<file path="src/rtl/lr35902_snd_pulse_if.sv">
// Register bus between the sound unit's register decoder and one pulse voice.
interface lr35902_snd_pulse_if;
  logic [2:0] adr;
  logic [7:0] din;
  logic       write;
  logic       read;
  logic [7:0] dout;

  modport master (
    output adr,
    output din,
    output write,
    output read,
    input  dout
  );

  modport slave (
    input  adr,
    input  din,
    input  write,
    input  read,
    output dout
  );
endinterface

</file>
<file path="src/rtl/lr35902_snd_pulse.sv">
// LR35902 pulse voice (channels 1/2): NRx0..NRx4 registers, duty sequencer, length, envelope.
// Frequency sweep (NRx0) is built only when SND_PULSE_SWEEP_EN is defined.
module lr35902_snd_pulse #(
  parameter int unsigned FREQ_W = 11,
  parameter int unsigned LEN_W  = 6,
  parameter int unsigned VOL_W  = 4
) (
  input  logic               clk,
  input  logic               reset_n,
  input  logic               ena,
  lr35902_snd_pulse_if.slave bus,
  input  logic               tick_freq,
  input  logic               tick_len,
  input  logic               tick_env,
  input  logic               tick_swp,
  output logic [VOL_W-1:0]   sample,
  output logic               active
);

  localparam logic [LEN_W:0] LenFull = {1'b1, {LEN_W{1'b0}}};
  localparam logic [LEN_W:0] LenOne  = {{LEN_W{1'b0}}, 1'b1};

  function automatic logic [7:0] duty_pat(input logic [1:0] d);
    logic [7:0] p;
    case (d)
      2'b00:   p = 8'b0000_0001;
      2'b01:   p = 8'b1000_0001;
      2'b10:   p = 8'b1000_0111;
      default: p = 8'b0111_1110;
    endcase
    return p;
  endfunction

  logic [1:0]        duty_q, duty_d;
  logic [LEN_W:0]    len_cnt_q, len_cnt_d;
  logic              cntlen_q, cntlen_d;
  logic [VOL_W-1:0]  init_vol_q, init_vol_d;
  logic              env_dir_q, env_dir_d;
  logic [2:0]        env_period_q, env_period_d;
  logic [FREQ_W-1:0] freq_q, freq_d;
  logic [FREQ_W-1:0] timer_q, timer_d;
  logic [2:0]        step_q, step_d;
  logic [VOL_W-1:0]  vol_q, vol_d;
  logic [2:0]        env_cnt_q, env_cnt_d;
  logic              active_q, active_d;
  logic [VOL_W-1:0]  sample_q, sample_d;
  logic [7:0]        dout_q, dout_d;

  logic [7:0] pat;
  logic [7:0] nr0, nr1, nr2, nr4, rd_val;
  logic       dac_on;

`ifdef SND_PULSE_SWEEP_EN
  logic [2:0]        swp_period_q, swp_period_d;
  logic              swp_dec_q, swp_dec_d;
  logic [2:0]        swp_shift_q, swp_shift_d;
  logic [FREQ_W-1:0] shadow_q, shadow_d;
  logic [3:0]        swp_cnt_q, swp_cnt_d;
  logic              swp_on_q, swp_on_d;
  logic [FREQ_W:0]   swp_next, swp_trig_next;
  logic [3:0]        swp_reload;

  // One extra bit so the carry out of an increment is the overflow flag.
  function automatic logic [FREQ_W:0] swp_calc(input logic [FREQ_W-1:0] base,
                                               input logic [2:0] shift, input logic dec);
    logic [FREQ_W:0] b;
    logic [FREQ_W:0] delta;
    b     = {1'b0, base};
    delta = b >> shift;
    return dec ? (b - delta) : (b + delta);
  endfunction
`else
  logic swp_unused;
  assign swp_unused = tick_swp;
`endif

  assign dac_on = (init_vol_q != '0) || env_dir_q;
  assign pat    = duty_pat(duty_q);

  // Read view masks register contents while the voice is held cleared.
  always_comb begin
`ifdef SND_PULSE_SWEEP_EN
    nr0 = {1'b1, {swp_period_q, swp_dec_q, swp_shift_q} & {7{ena}}};
`else
    nr0 = 8'hff;
`endif
    nr1 = {duty_q & {2{ena}}, 6'h3f};
    nr2 = {init_vol_q[3:0], env_dir_q, env_period_q} & {8{ena}};
    nr4 = {1'b1, cntlen_q & ena, 6'h3f};
    case (bus.adr)
      3'd0:    rd_val = nr0;
      3'd1:    rd_val = nr1;
      3'd2:    rd_val = nr2;
      3'd4:    rd_val = nr4;
      default: rd_val = 8'hff;
    endcase
  end

  always_comb begin
    duty_d       = duty_q;
    len_cnt_d    = len_cnt_q;
    cntlen_d     = cntlen_q;
    init_vol_d   = init_vol_q;
    env_dir_d    = env_dir_q;
    env_period_d = env_period_q;
    freq_d       = freq_q;
    timer_d      = timer_q;
    step_d       = step_q;
    vol_d        = vol_q;
    env_cnt_d    = env_cnt_q;
    active_d     = active_q;
    sample_d     = (active_q && pat[step_q]) ? vol_q : '0;
    dout_d       = bus.read ? rd_val : dout_q;
`ifdef SND_PULSE_SWEEP_EN
    swp_period_d  = swp_period_q;
    swp_dec_d     = swp_dec_q;
    swp_shift_d   = swp_shift_q;
    shadow_d      = shadow_q;
    swp_cnt_d     = swp_cnt_q;
    swp_on_d      = swp_on_q;
    swp_reload    = (swp_period_q != 3'd0) ? {1'b0, swp_period_q} : 4'd8;
    swp_next      = swp_calc(shadow_q, swp_shift_q, swp_dec_q);
    swp_trig_next = '0;
`endif

    if (tick_freq) begin
      if (timer_q == '1) begin
        timer_d = freq_q;
        step_d  = step_q + 3'd1;
      end else begin
        timer_d = timer_q + FREQ_W'(1);
      end
    end

    if (tick_len && cntlen_q && (len_cnt_q != '0)) begin
      len_cnt_d = len_cnt_q - LenOne;
      if (len_cnt_q == LenOne) active_d = 1'b0;
    end

    if (tick_env && (env_period_q != 3'd0)) begin
      if (env_cnt_q <= 3'd1) begin
        env_cnt_d = env_period_q;
        if (env_dir_q && (vol_q != '1)) vol_d = vol_q + VOL_W'(1);
        else if (!env_dir_q && (vol_q != '0)) vol_d = vol_q - VOL_W'(1);
      end else begin
        env_cnt_d = env_cnt_q - 3'd1;
      end
    end

`ifdef SND_PULSE_SWEEP_EN
    if (tick_swp) begin
      if (swp_cnt_q <= 4'd1) begin
        swp_cnt_d = swp_reload;
        if (swp_on_q && (swp_period_q != 3'd0)) begin
          if (!swp_dec_q && swp_next[FREQ_W]) begin
            active_d = 1'b0;
          end else if (swp_shift_q != 3'd0) begin
            freq_d   = swp_next[FREQ_W-1:0];
            shadow_d = swp_next[FREQ_W-1:0];
          end
        end
      end else begin
        swp_cnt_d = swp_cnt_q - 4'd1;
      end
    end
`endif

    // Register writes come after the ticks so they win on shared fields.
    if (bus.write) begin
      case (bus.adr)
`ifdef SND_PULSE_SWEEP_EN
        3'd0: begin
          swp_period_d = bus.din[6:4];
          swp_dec_d    = bus.din[3];
          swp_shift_d  = bus.din[2:0];
        end
`endif
        3'd1: begin
          duty_d    = bus.din[7:6];
          len_cnt_d = LenFull - {1'b0, bus.din[LEN_W-1:0]};
        end
        3'd2: begin
          init_vol_d   = VOL_W'(bus.din[7:4]);
          env_dir_d    = bus.din[3];
          env_period_d = bus.din[2:0];
          if (bus.din[7:3] == 5'd0) active_d = 1'b0;
        end
        3'd3: freq_d = {freq_q[FREQ_W-1:8], bus.din};
        3'd4: begin
          freq_d   = {bus.din[FREQ_W-9:0], freq_q[7:0]};
          cntlen_d = bus.din[6];
          if (bus.din[7] && dac_on) begin
            active_d  = 1'b1;
            timer_d   = freq_d;
            step_d    = step_q;
            vol_d     = init_vol_q;
            env_cnt_d = env_period_q;
            len_cnt_d = (len_cnt_q == '0) ? LenFull : len_cnt_q;
`ifdef SND_PULSE_SWEEP_EN
            shadow_d      = freq_d;
            swp_cnt_d     = swp_reload;
            swp_on_d      = (swp_period_q != 3'd0) || (swp_shift_q != 3'd0);
            swp_trig_next = swp_calc(freq_d, swp_shift_q, swp_dec_q);
            if ((swp_shift_q != 3'd0) && !swp_dec_q && swp_trig_next[FREQ_W]) active_d = 1'b0;
`endif
          end
        end
        default: ;
      endcase
    end

    if (!ena) begin
      duty_d       = '0;
      len_cnt_d    = '0;
      cntlen_d     = 1'b0;
      init_vol_d   = '0;
      env_dir_d    = 1'b0;
      env_period_d = '0;
      freq_d       = '0;
      timer_d      = '0;
      step_d       = '0;
      vol_d        = '0;
      env_cnt_d    = '0;
      active_d     = 1'b0;
      sample_d     = '0;
      dout_d       = bus.read ? rd_val : 8'hff;
`ifdef SND_PULSE_SWEEP_EN
      swp_period_d = '0;
      swp_dec_d    = 1'b0;
      swp_shift_d  = '0;
      shadow_d     = '0;
      swp_cnt_d    = '0;
      swp_on_d     = 1'b0;
`endif
    end
  end

  always_ff @(posedge clk) begin
    if (!reset_n) begin
      duty_q       <= '0;
      len_cnt_q    <= '0;
      cntlen_q     <= 1'b0;
      init_vol_q   <= '0;
      env_dir_q    <= 1'b0;
      env_period_q <= '0;
      freq_q       <= '0;
      timer_q      <= '0;
      step_q       <= '0;
      vol_q        <= '0;
      env_cnt_q    <= '0;
      active_q     <= 1'b0;
      sample_q     <= '0;
      dout_q       <= 8'hff;
`ifdef SND_PULSE_SWEEP_EN
      swp_period_q <= '0;
      swp_dec_q    <= 1'b0;
      swp_shift_q  <= '0;
      shadow_q     <= '0;
      swp_cnt_q    <= '0;
      swp_on_q     <= 1'b0;
`endif
    end else begin
      duty_q       <= duty_d;
      len_cnt_q    <= len_cnt_d;
      cntlen_q     <= cntlen_d;
      init_vol_q   <= init_vol_d;
      env_dir_q    <= env_dir_d;
      env_period_q <= env_period_d;
      freq_q       <= freq_d;
      timer_q      <= timer_d;
      step_q       <= step_d;
      vol_q        <= vol_d;
      env_cnt_q    <= env_cnt_d;
      active_q     <= active_d;
      sample_q     <= sample_d;
      dout_q       <= dout_d;
`ifdef SND_PULSE_SWEEP_EN
      swp_period_q <= swp_period_d;
      swp_dec_q    <= swp_dec_d;
      swp_shift_q  <= swp_shift_d;
      shadow_q     <= shadow_d;
      swp_cnt_q    <= swp_cnt_d;
      swp_on_q     <= swp_on_d;
`endif
    end
  end

  assign bus.dout = dout_q;
  assign sample   = sample_q;
  assign active   = active_q;

endmodule

</file>
<file path="src/flat_wrapper.sv">
// flat-port wrapper written by rule: the top's interface ports become plain ports
module lr35902_snd_pulse_flat 
#(
  parameter int unsigned FREQ_W = 11,
  parameter int unsigned LEN_W  = 6,
  parameter int unsigned VOL_W  = 4
)
  (clk, reset_n, ena, tick_freq, tick_len, tick_env, tick_swp, sample, active, bus_adr, bus_din, bus_write, bus_read, bus_dout);
  lr35902_snd_pulse_if bus_i ();
  input  logic clk;
  input  logic reset_n;
  input  logic ena;
  input  logic tick_freq;
  input  logic tick_len;
  input  logic tick_env;
  input  logic tick_swp;
  output logic [VOL_W-1:0] sample;
  output logic active;
  input wire logic [$bits(bus_i.adr)-1:0] bus_adr;
  input wire logic [$bits(bus_i.din)-1:0] bus_din;
  input wire logic [$bits(bus_i.write)-1:0] bus_write;
  input wire logic [$bits(bus_i.read)-1:0] bus_read;
  output wire logic [$bits(bus_i.dout)-1:0] bus_dout;
  assign bus_i.adr = bus_adr;
  assign bus_i.din = bus_din;
  assign bus_i.write = bus_write;
  assign bus_i.read = bus_read;
  assign bus_dout = bus_i.dout;
  lr35902_snd_pulse #(.FREQ_W(FREQ_W), .LEN_W(LEN_W), .VOL_W(VOL_W)) u_core (.clk(clk), .reset_n(reset_n), .ena(ena), .bus(bus_i), .tick_freq(tick_freq), .tick_len(tick_len), .tick_env(tick_env), .tick_swp(tick_swp), .sample(sample), .active(active));
endmodule
</file>
<file path="config.mk">
export PLATFORM = sky130hd
export DESIGN_NAME = lr35902_snd_pulse_flat
export DESIGN_NICKNAME = d
export VERILOG_FILES = /design/src/rtl/lr35902_snd_pulse_if.sv /design/src/rtl/lr35902_snd_pulse.sv /design/src/flat_wrapper.sv
export SDC_FILE = /design/constraint.sdc
export NUM_CORES = 1
export LEC_CHECK = 0
export BUFFER_PORTS_ARGS = -buffer_cell sky130_fd_sc_hd__buf_2
export CAP_MARGIN = 40
export CORE_UTILIZATION = 50
export CTS_BUF_LIST = sky130_fd_sc_hd__clkbuf_8 sky130_fd_sc_hd__clkbuf_16
export DETAILED_ROUTE_END_ITERATION = 8
export HOLD_SLACK_MARGIN = 0.08
export MAX_ROUTING_LAYER = met4
export PLACE_DENSITY = 0.79
export SLEW_MARGIN = 10
export SYNTH_ARGS = -nofsm -noshare
export SYNTH_HDL_FRONTEND = slang
export SYNTH_SLANG_ARGS = --single-unit
</file>
<file path="constraint.sdc">
create_clock -name clk -period 2.4 [get_ports clk]
set_input_delay 0.36 -clock clk [delete_from_list [all_inputs] [get_ports clk]]
set_output_delay 0.36 -clock clk [all_outputs]
set_load 0.02 [all_outputs]
</file>
==> results.md <==
- Outcome: finished, final reports clean
- CTS tree: done
- Register-to-Register Setup Slack: 0.31 ns
- CTS Buffer Depth: 2
- Area of the core: 0.00635 mm^2
- CP startpoint: u_core.timer_q[0]$_SDFF_PN0_
- Worst Setup End Kind: flop
- Crit path DAT: 2.32 ns
- Clk_skew: 0.00609 ns
- Distinct cells, synth: 58
- Antenna Nets Post-Route: 0
- Reg2Reg Launch Point: u_core.timer_q[0]$_SDFF_PN0_
- Yosys top cell by area: dfxtp_1
- Number of synthesis warnings: 0
- Top cells by area, synth: dfxtp_1, nand2_1, a21oi_1, nor2_1, ha_1
- Starting density of the core: 0.519
- Static leakage: 1.36 nW
- Hold_buf cts: 0
- Chip height: 83.2 um
- Cell with the most instances after synthesis: nand2_1
- Worst skew pair latency: 0.35 ns
- Row count: 29
- Hold_sp: reset_n
- Minimum clock period: 2.09 ns
- Total Routing Usage GR: 0.245
- Resized cells post-CTS: 0
- Least-Margin Pin Slew: 0.679 ns
- WS Path Type: flop to flop
- Final setup viols: 0
- Average size of a mapped cell: 7.83 um^2
- Worst-path clk slew: 0.07 ns
- Max-Cap Viols: 0
- Initial DRC Count: 235
- Place WS: 0.342 ns
- IO Count: 33
- First-pass GRT wire length: 13.5 mm
- Clk sinks: 63
- Async SR Flop Fraction: 0
- DR vias/cell: 5.90
- Residual DRC: 0
- Vias: 3164
- Wire length per cell: 14.7 um
- Num CTS Buffers: 9
- # H-tree levels: 3
- CP endpoint: u_core.step_q[2]$_SDFFE_PN0P_
- Worst Hold Slack: 0.283 ns
- Final wirelength: 7.89 mm
- Pin count of the biggest net entering global routing: 20
- Worst-case reg-to-reg path depth: 6
- Post-synth top cells: nand2_1, dfxtp_1, nor2_1
- Max_slew headroom: 0.543
- Maximum clock rate: 479 MHz
- Fin. max-slew vios: 0
- Util after Layout: 0.597
- Hold Vio Cnt, Final: 0
- Reg-to-Reg End: u_core.step_q[2]$_SDFFE_PN0P_
- # port buffers: 31
- EDFF count, synth: 0
- Syn nets: 452
- Register area share after synthesis: 0.383
- TNS Setup: 0 ns
- Fill cell count: 569
- Layout area overhead: 15.0%
- Peak supply drop: 0.414 mV
- Register bit total from synthesis: 63
- Crit-path max FO: 7
- Tcrit/Tclk final: 0.870
- Setup crit start kind: flop
- Cell area after synthesis: 0.00329 mm^2
- Worst Path Required: 2.64 ns
- Final worst slack: 0.311 ns
- Overflow after GRT: 0
- Number of global-route vias before repair: 2996
- Power, Total: 2.33 mW
- Post-synth top flop: dfxtp_1
- Power per cell area: 615 mW/mm^2
- Mapped Cells: 421
- Worst hold path type: input port to flop
- Antenna diodes: 0
- HPWL Detailed: 5.66 mm
- Post-synth top area share: 0.383
- GP Congestion: 0.915
- DR pass1 iterations: 6
- Clk root buf: clkbuf_8
- Post-CTS setup buffer count: 0
- Die area: 0.00692 mm^2
- RSZ-0062 raised after global routing: false
- Share of cells above drive strength 1: 0.139
- Die Span X: 83.2 um
- Initial antenna violation count: 0
- Nets: 485
[state kept, by name (all words and copies together) (netlist names)]
signal	count
u_core.env_dir_q	1
u_core.env_period_q	3
u_core.sample	4
u_core.active	1
u_core.timer_q	11
u_core.cntlen_q	1
u_core.len_cnt_q	7
u_core.env_cnt_q	3
u_core.freq_q	11
u_core.bus.dout	8
u_core.init_vol_q	4
u_core.duty_q	2
u_core.vol_q	4
u_core.step_q	3
[kinds of logic (layout without fill, tap and decap cells)]
| logic type | after synthesis | in the layout | share of synthesized area |
|---|---|---|---|
| muxes | 8 | 8 | 0.0251 |
| and+or+nand+nor | 176 | 176 | 0.252 |
| buffers and inverters | 38 | 76 | 0.0460 |
| AOI/OAI and AO/OA | 109 | 109 | 0.210 |
| adders and majority gates | 12 | 12 | 0.0448 |
| xor gates and xnor gates | 15 | 15 | 0.0399 |
| DFF | 63 | 63 | 0.383 |
[per-stage QoR]
stage               std cells  instance area [um^2]
finish                    536                  3790
CTS                       536                  3790
global route              536                  3790
detailed placement        520                  3540
global placement          520                  3540
floorplan                 421                  3290
[worst min path at each step]
stage | to | slack, ns | depth (start not counted)
final | u_core.bus.dout[4]$_SDFFE_PN1P_ | 0.28 | 2
after global routing | u_core.bus.dout[2]$_SDFFE_PN1P_ | 0.28 | 2
after CTS | u_core.bus.dout[2]$_SDFFE_PN1P_ | 0.28 | 2
after detailed placement | u_core.freq_q[1]$_SDFFE_PN0P_ | 0.45 | 2
after global placement | u_core.freq_q[1]$_SDFFE_PN0P_ | 0.45 | 2
after floorplan | u_core.freq_q[0]$_SDFFE_PN0P_ | 0.44 | 2
[final cells by class]
class / count / area, um^2 / share of cell area
Clock buffer: 9 / 124 / 0.0327
Clock inverter: 7 / 120 / 0.0317
Inverter: 18 / 67.6 / 0.0178
Multi-Input combinational cell: 320 / 1880 / 0.497
Sequential cell: 63 / 1260 / 0.333
Tap cell: 77 / 96.3 / 0.0254
Timing Repair Buffer: 42 / 238 / 0.0627
[where the power goes]
part	internal (mW)	switching [mW]	total [mW]	leakage (nW)
combinational	0.0456	0.0879	0.133	0.727
clock	0.693	0.441	1.13	0.120
sequential	1.05	0.00759	1.06	0.509
[worst max-delay path: stages (launching register included)]
cell and delay (ns):
dfxtp_1 0.40, ha_1 0.22, nand4_1 0.27, nor4_1 0.69, nand4_1 0.20, xor2_1 0.16, nor2_1 0.05
[per-layer routing]
layer / GRT usage / vias to the layer above / part of all wire
met5: - / - / 0
met4: 0.132 / 0 / 0.024
met3: 0.0427 / 20 / 0.055
met2: 0.387 / 104 / 0.48
met1: 0.300 / 1472 / 0.45
li1: - / 1568 / -
[layout by cell type (no fill, tap or decap), types with 3 or more instances in the layout]
cell        n
clkbuf_8    9
nor2_1     45
bufinv_16   3
xor2_1      7
o21ai_0     6
o22ai_1     3
nand4_1     7
a211o_1     3
xnor2_1     8
inv_1      18
o21ai_1    15
mux2i_1     6
nand3_1    11
buf_4      11
ha_1       11
a22oi_1     4
a211oi_1    9
buf_2      31
nand2_1    65
o31ai_1     3
a21oi_1    41
a221oi_1    3
nor3_1     12
and2_1      6
nor2b_1     5
dfxtp_1    63
nor4_1      6
a31oi_1     9
Note: power is estimated with default switching activity, not from simulation.
